## config.mk

```make
export PLATFORM = sky130hd
export DESIGN_NAME = updown_mod_counter_flat
export DESIGN_NICKNAME = d
export VERILOG_FILES = /design/src/rtl/updown_mod_counter_if.sv /design/src/rtl/updown_mod_counter.sv /design/src/flat_wrapper.sv
export SDC_FILE = /design/constraint.sdc
export NUM_CORES = 1
export LEC_CHECK = 0
export ABC_AREA = 1
export BUFFER_PORTS_ARGS = -buffer_cell sky130_fd_sc_hd__buf_2
export CAP_MARGIN = 0
export CORE_UTILIZATION = 43
export CTS_CLUSTER_DIAMETER = 100
export DETAILED_ROUTE_END_ITERATION = 6
export GPL_TIMING_DRIVEN = 0
export PLACE_DENSITY = 0.69
export SLEW_MARGIN = 40
export SYNTH_ARGS = -nofsm -noshare
export SYNTH_HDL_FRONTEND = slang
export SYNTH_SLANG_ARGS = --single-unit
```

## constraint.sdc

```tcl
create_clock -name clk -period 2.65 [get_ports clk]
set_clock_uncertainty 0.15 [all_clocks]
set_input_delay 0.53 -clock clk [delete_from_list [all_inputs] [get_ports clk]]
set_output_delay 0.53 -clock clk [all_outputs]
set_load 0.02 [all_outputs]
```

## src/rtl/updown_mod_counter_if.sv

```systemverilog
// Handshake/control bundle for updown_mod_counter: run controls and limit
// selection in, registered count/status/BCD out.
interface updown_mod_counter_if #(
  parameter int WIDTH  = 14,
  parameter int DIGITS = 4
);
  logic                  en;
  logic                  up_down;
  logic                  one_shot;
  logic                  start;
  logic                  stop;
  logic                  clear;
  logic                  load;
  logic [WIDTH-1:0]      load_value;
  logic [1:0]            mod_select;
  logic [WIDTH-1:0]      max_value;
  logic [WIDTH-1:0]      count;
  logic                  wrap;
  logic                  done;
  logic                  running;
  logic [4*DIGITS-1:0]   bcd;

  modport master (
    output en, up_down, one_shot, start, stop, clear, load,
           load_value, mod_select, max_value,
    input  count, wrap, done, running, bcd
  );

  modport slave (
    input  en, up_down, one_shot, start, stop, clear, load,
           load_value, mod_select, max_value,
    output count, wrap, done, running, bcd
  );
endinterface

```

## src/rtl/updown_mod_counter.sv

```systemverilog
// Up/down modulo counter with IDLE/RUN/DONE run control, one-shot halt and
// optional registered BCD output (enabled by UPDOWN_MOD_COUNTER_BCD_EN).
module updown_mod_counter #(
  parameter int WIDTH  = 14,
  parameter int LIMIT1 = 99,
  parameter int LIMIT2 = 999,
  parameter int LIMIT3 = 1999,
  parameter int DIGITS = 4
) (
  input  logic               clk,
  input  logic               reset,
  updown_mod_counter_if.slave bus
);

  typedef enum logic [1:0] {
    S_IDLE = 2'd0,
    S_RUN  = 2'd1,
    S_DONE = 2'd2
  } state_t;

  state_t           state_q, state_d;
  logic [WIDTH-1:0] count_q, count_d;
  logic             wrap_q, wrap_d;
  logic             done_q, done_d;
  logic             running_q, running_d;
  logic [WIDTH-1:0] limit;
  logic             step;
  logic             hit;

  function automatic logic [WIDTH-1:0] clamp_to_limit(input logic [WIDTH-1:0] v,
                                                      input logic [WIDTH-1:0] lim);
    return (v > lim) ? lim : v;
  endfunction

  always_comb begin
    case (bus.mod_select)
      2'b00:   limit = bus.max_value;
      2'b01:   limit = WIDTH'(LIMIT1);
      2'b10:   limit = WIDTH'(LIMIT2);
      default: limit = WIDTH'(LIMIT3);
    endcase
  end

  always_comb begin
    count_d = count_q;
    wrap_d  = 1'b0;
    hit     = 1'b0;
    state_d = state_q;
    // stop freezes the count in the same cycle it leaves RUN
    step    = (state_q == S_RUN) && bus.en && !bus.stop;

    if (bus.clear) begin
      count_d = '0;
    end else if (bus.load) begin
      count_d = clamp_to_limit(bus.load_value, limit);
    end else if (step) begin
      if (bus.up_down) begin
        if (count_q >= limit) begin
          count_d = '0;
          wrap_d  = 1'b1;
        end else begin
          count_d = count_q + WIDTH'(1);
          if (bus.one_shot && count_d == limit) begin
            wrap_d = 1'b1;
            hit    = 1'b1;
          end
        end
      end else begin
        if (count_q == '0) begin
          count_d = limit;
          wrap_d  = 1'b1;
        end else if (count_q > limit) begin
          count_d = limit;
        end else begin
          count_d = count_q - WIDTH'(1);
          if (bus.one_shot && count_d == '0) begin
            wrap_d = 1'b1;
            hit    = 1'b1;
          end
        end
      end
    end

    case (state_q)
      S_IDLE:  if (bus.start) state_d = S_RUN;
      S_RUN:   if (bus.stop) state_d = S_IDLE;
               else if (hit) state_d = S_DONE;
      S_DONE:  if (bus.clear || bus.load) state_d = S_IDLE;
               else if (bus.start) state_d = S_RUN;
      default: state_d = S_IDLE;
    endcase

    running_d = (state_d == S_RUN);
    done_d    = (state_d == S_DONE);
  end

  // Stage p0: count, status and FSM registered together
  always_ff @(posedge clk or posedge reset) begin
    if (reset) begin
      state_q   <= S_IDLE;
      count_q   <= '0;
      wrap_q    <= 1'b0;
      done_q    <= 1'b0;
      running_q <= 1'b0;
    end else begin
      state_q   <= state_d;
      count_q   <= count_d;
      wrap_q    <= wrap_d;
      done_q    <= done_d;
      running_q <= running_d;
    end
  end

  assign bus.count   = count_q;
  assign bus.wrap    = wrap_q;
  assign bus.done    = done_q;
  assign bus.running = running_q;

`ifdef UPDOWN_MOD_COUNTER_BCD_EN
  function automatic logic [4*DIGITS-1:0] to_bcd(input logic [WIDTH-1:0] bin);
    logic [4*DIGITS-1:0] acc;
    acc = '0;
    for (int i = WIDTH - 1; i >= 0; i--) begin
      for (int d = 0; d < DIGITS; d++) begin
        if (acc[4*d +: 4] >= 4'd5) acc[4*d +: 4] = acc[4*d +: 4] + 4'd3;
      end
      acc = {acc[4*DIGITS-2:0], bin[i]};
    end
    return acc;
  endfunction

  logic [4*DIGITS-1:0] bcd_d, bcd_q;

  assign bcd_d = to_bcd(count_q);

  // Stage p1: BCD trails the count register by one cycle
  always_ff @(posedge clk or posedge reset) begin
    if (reset) bcd_q <= '0;
    else       bcd_q <= bcd_d;
  end

  assign bus.bcd = bcd_q;
`else
  assign bus.bcd = {(4*DIGITS){1'b0}};
`endif

endmodule

```

## src/flat_wrapper.sv

```systemverilog
// flat-port wrapper written by rule: the top's interface ports become plain ports
module updown_mod_counter_flat 
#(
  parameter int WIDTH  = 14,
  parameter int LIMIT1 = 99,
  parameter int LIMIT2 = 999,
  parameter int LIMIT3 = 1999,
  parameter int DIGITS = 4
)
  (clk, reset, bus_en, bus_up_down, bus_one_shot, bus_start, bus_stop, bus_clear, bus_load, bus_load_value, bus_mod_select, bus_max_value, bus_count, bus_wrap, bus_done, bus_running, bus_bcd);
  updown_mod_counter_if #(.WIDTH(WIDTH), .DIGITS(DIGITS)) bus_i ();
  input  logic clk;
  input  logic reset;
  input wire logic [$bits(bus_i.en)-1:0] bus_en;
  input wire logic [$bits(bus_i.up_down)-1:0] bus_up_down;
  input wire logic [$bits(bus_i.one_shot)-1:0] bus_one_shot;
  input wire logic [$bits(bus_i.start)-1:0] bus_start;
  input wire logic [$bits(bus_i.stop)-1:0] bus_stop;
  input wire logic [$bits(bus_i.clear)-1:0] bus_clear;
  input wire logic [$bits(bus_i.load)-1:0] bus_load;
  input wire logic [$bits(bus_i.load_value)-1:0] bus_load_value;
  input wire logic [$bits(bus_i.mod_select)-1:0] bus_mod_select;
  input wire logic [$bits(bus_i.max_value)-1:0] bus_max_value;
  output wire logic [$bits(bus_i.count)-1:0] bus_count;
  output wire logic [$bits(bus_i.wrap)-1:0] bus_wrap;
  output wire logic [$bits(bus_i.done)-1:0] bus_done;
  output wire logic [$bits(bus_i.running)-1:0] bus_running;
  output wire logic [$bits(bus_i.bcd)-1:0] bus_bcd;
  assign bus_i.en = bus_en;
  assign bus_i.up_down = bus_up_down;
  assign bus_i.one_shot = bus_one_shot;
  assign bus_i.start = bus_start;
  assign bus_i.stop = bus_stop;
  assign bus_i.clear = bus_clear;
  assign bus_i.load = bus_load;
  assign bus_i.load_value = bus_load_value;
  assign bus_i.mod_select = bus_mod_select;
  assign bus_i.max_value = bus_max_value;
  assign bus_count = bus_i.count;
  assign bus_wrap = bus_i.wrap;
  assign bus_done = bus_i.done;
  assign bus_running = bus_i.running;
  assign bus_bcd = bus_i.bcd;
  updown_mod_counter #(.WIDTH(WIDTH), .LIMIT1(LIMIT1), .LIMIT2(LIMIT2), .LIMIT3(LIMIT3), .DIGITS(DIGITS)) u_core (.clk(clk), .reset(reset), .bus(bus_i));
endmodule
```

==> flow_metrics.env <==
export IMPL_cp_required_ns=2.65
export IMPL_nets=778
export IMPL_clk_root_buffer_cell="clkbuf_8"
export IMPL_cp_depth=22
export IMPL_post_drt_wl_per_cell_um=17.0
export IMPL_viasPerCell=5.52
export IMPL_ys_seq_area_share_pct=14.1
export IMPL_grt_pass1_wl_um=21100
export IMPL_crit_start="bus_mod_select[1]"
export IMPL_maxCapViolCount=0
export IMPL_die_area_sq_um=8230
export IMPL_core_sq_um=7450
export IMPL_gp_congestion=0.961
export IMPL_p_int_mw=1.06
export IMPL_die_w_um=90.7
export IMPL_syn_mean_instance_area_sq_um=5.69
export IMPL_slowest_stage="ha_4"
export IMPL_worst_skew_pair_late_latency_ns=0.27
export IMPL_path_clk_slew_ns=0.09
export IMPL_arrival_ns=2.98
export IMPL_p_sw_mw=1.12
export IMPL_drc_errors=0
export IMPL_fmax_mhz=336
export IMPL_min_period_ns=2.97
export IMPL_path_delay_family="simple AND/OR/NAND/NOR gates"
export IMPL_yosysTopAreaCell="nand2_1"
export IMPL_power_frac_clock_pct=10.2
export IMPL_vias=4439
export IMPL_crit_type="primary input to flip-flop"
export IMPL_diodes=0
export IMPL_synth_edf_count=0
export IMPL_hpwl_um=9620
export IMPL_grt_max_degree=20
export IMPL_cts_tree="yes"
export IMPL_worstPathBufferInverterCount=6
export IMPL_grt_pass1_vias=4168
export IMPL_worst_r2r_cell_count=12
export IMPL_die_h_um=90.7
export IMPL_cts_buffer_depth=2
export IMPL_placed_area_sq_um=4000
export IMPL_port_buffer_count=55
export IMPL_fin_ws_ns=-0.324
export IMPL_netlist_area_sq_um=3380
export IMPL_seqPwrFrac_pct=17.6
export IMPL_grt_overflow=0
export IMPL_powerDensity_nw_per_um2=439
export IMPL_preCtsSetupSlack_ns=-1.17
export IMPL_hold_viol_final=0
export IMPL_ys_types=32
export IMPL_yosysWarnings=0
export IMPL_cts_sinks=19
export IMPL_totalPowerFinal_mw=2.19
export IMPL_reg2reg_from="u_core.bus.count[0]$_DFFE_PP0P_"
export IMPL_synthTopCellsByCount="nand2_1 (198), nor2_1 (69), nand3_1 (67)"
export IMPL_area_growth_pct=47.1
export IMPL_crit_end="u_core.bus.count[1]$_DFFE_PP0P_"
export IMPL_switching_share_pct=51.4
export IMPL_postLayoutCellArea_sq_um=4980
export IMPL_slew_violations=0
export IMPL_regToRegSetupSlack_ns=-0.11
export IMPL_worstReg2RegEnd="u_core.bus.count[1]$_DFFE_PP0P_"
export IMPL_hold_buffers=0
export IMPL_worst_pin_slew_ns=0.706
export IMPL_critical_path_max_stage_delay_ns=0.29
export IMPL_start_util_pct=45.4
export IMPL_hold_slack_ns=0.104
export IMPL_fin_crit_sh_pct=112
export IMPL_ys_ff_latch=19
export IMPL_combPwrFrac_pct=72.2
export IMPL_ys_top_cells_by_area="nand2_1 (22%), dfrtp_1 (14%), ha_1 (12%)"
export IMPL_start_kind="primary input"
export IMPL_synthCells=595
export IMPL_firstDrtPassIters=5
export IMPL_setup_viol=19
export IMPL_antenna_left=0
export IMPL_numCtsBuffers=3
export IMPL_cts_htree_levels=1
export IMPL_violations="negative setup slack"
export IMPL_synth_top_area_share_pct=22.0
export IMPL_rows=31
export IMPL_worstPathMaxFanout=5
export IMPL_routed_wl_um=13700
export IMPL_slew_headroom_pct=53.0
export IMPL_max_vdd_ir_drop_mv=0.244
export IMPL_antenna_found_initial=0
export IMPL_rsz0062_at_grt="true"
export IMPL_ys_flop_type="dfrtp_1"
export IMPL_leakage_nw=2.62
export IMPL_num_fill_cells=674
export IMPL_num_io_pins=72
export IMPL_async_flop_share_pct=100
export IMPL_run_status="complete, but fails checks"
export IMPL_end_kind="flip-flop"
export IMPL_drt_initial_drc_count=455
export IMPL_drive_above_1_share_pct=33.2
export IMPL_crit_chain="buf_12 -> inv_12 -> ha_4 -> buf_8 -> nand2_4 -> a21oi_4 -> inv_4 -> ha_4 -> nand2_4 -> nor2_4 -> o21ai_2 -> nand3_2 -> nand2_4 -> nand2_4 -> nand2_8 -> nand2_8 -> clkinv_8 -> buf_8 -> nor2_1 -> o21ai_1 -> nand3_1 -> nand2_1"
export IMPL_worst_hold_path_type="primary input to async pin"
export IMPL_cpMostUsedCell="nand2_4"
export IMPL_grt_util_all_layers_pct=32.8
export IMPL_yosysMostFrequentCell="nand2_1"
logic make-up after synthesis:
logic type	after synthesis	synth area share, %
simple gates	364	45.6
xor+xnor	11	3.25
compound gates	73	12.1
buf+inv	94	12.8
fa+ha+maj	33	12.2
flops	19	14.1
other cells	1	0.111
worst min-delay path by stage:
stage | start | endpoint | slack (ns)
after floorplan | reset | u_core.bus.count[0]$_DFFE_PP0P_ | 0.33
after detailed placement | u_core.state_q[1]$_DFF_PP0_ | u_core.bus.done$_DFF_PP0_ | 0.41
final | reset | u_core.bus.count[13]$_DFFE_PP0P_ | 0.10
after global routing | reset | u_core.bus.count[12]$_DFFE_PP0P_ | 0.15
after CTS | reset | u_core.bus.wrap$_DFF_PP0_ | 0.30
after global placement | u_core.state_q[1]$_DFF_PP0_ | u_core.bus.done$_DFF_PP0_ | 0.40
cell usage in the layout (no fill, tap or decap), types with 3 or more instances in the layout:
master    netlist  routed
a21oi_1        26      16
nand3_2         1      12
inv_2           1       7
xor2_1          9       9
ha_1           33      21
buf_4          16      38
dfrtp_1        19      19
a21boi_1        1       4
clkbuf_1        8       6
conb_1          1      16
inv_1          59      48
nor2_4          2       8
ha_4            0      12
buf_12          0       3
nand2_4         1      14
nand3_1        67      55
nor3_1          5       4
clkbuf_8        0       6
buf_16          0       3
a21oi_2         0       4
buf_2           9      56
o21ai_2         0       7
buf_8           0       5
nand4_1        11      11
nand2_1       198     175
a21boi_2        0       3
buf_6           1      10
o21ai_1         7      13
nand2_2         2      10
nor2_2          6      17
o21ai_0        22       9
a21oi_4         0       6
a21boi_0       12       6
nor2_1         69      52
stage by stage:
| stage | TNS [ns] | cells | utilization, % |
|---|---|---|---|
| finish | -4.39 | 804 | 66.8 |
| global route | -6.41 | 804 | 66.8 |
| CTS | -3.28 | 796 | 63.9 |
| detailed placement | -18.97 | 764 | 53.7 |
| global placement | -18.34 | 764 | 53.7 |
| floorplan | -0.363 | 610 | - |
state kept, by name, summed over array words and instances (netlist names):
name                count
u_core.bus.done         1
u_core.bus.count       14
u_core.bus.running      1
u_core.bus.wrap         1
u_core.state_q          2
repair_timing:
item                                   CTS  global route
endpoints found under the hold margin    0             0
resized for setup                      114            40
setup endpoints to repair               19            19
cloned                                   7             0
setup buffers                           21             8
pin swaps                               38            33
power by group through the flow:
stage,clock [mW],combinational [mW],sequential (mW)
after floorplan,0,0.758,0.408
after global placement,0,1.08,0.385
after detailed placement,0,1.10,0.385
after CTS,0.231,1.43,0.382
after global routing,0.242,1.69,0.390
final,0.223,1.58,0.385
metal layers:
metal | GRT usage (%) | vias up | routed length, um | share of wire, %
li1 | - | 2117 | - | -
met1 | 41.6 | 1980 | 5380 | 39
met2 | 54.7 | 279 | 6410 | 47
met3 | 5.39 | 63 | 1340 | 9.8
met4 | 13.3 | 0 | 560 | 4.1
met5 | 0 | - | 0 | 0
area by class of cell:
type,instances,area [sq um],area share [%]
Clock inverter,1,5.00,0.101
Tap cell,99,124,2.49
Buffer,34,279,5.61
Sequential cell,19,475,9.55
Timing Repair Buffer,91,688,13.8
Clock buffer,3,41.3,0.830
Inverter,60,260,5.23
Multi-Input combinational cell,497,3100,62.4
Power figures use the tool's default switching activity.
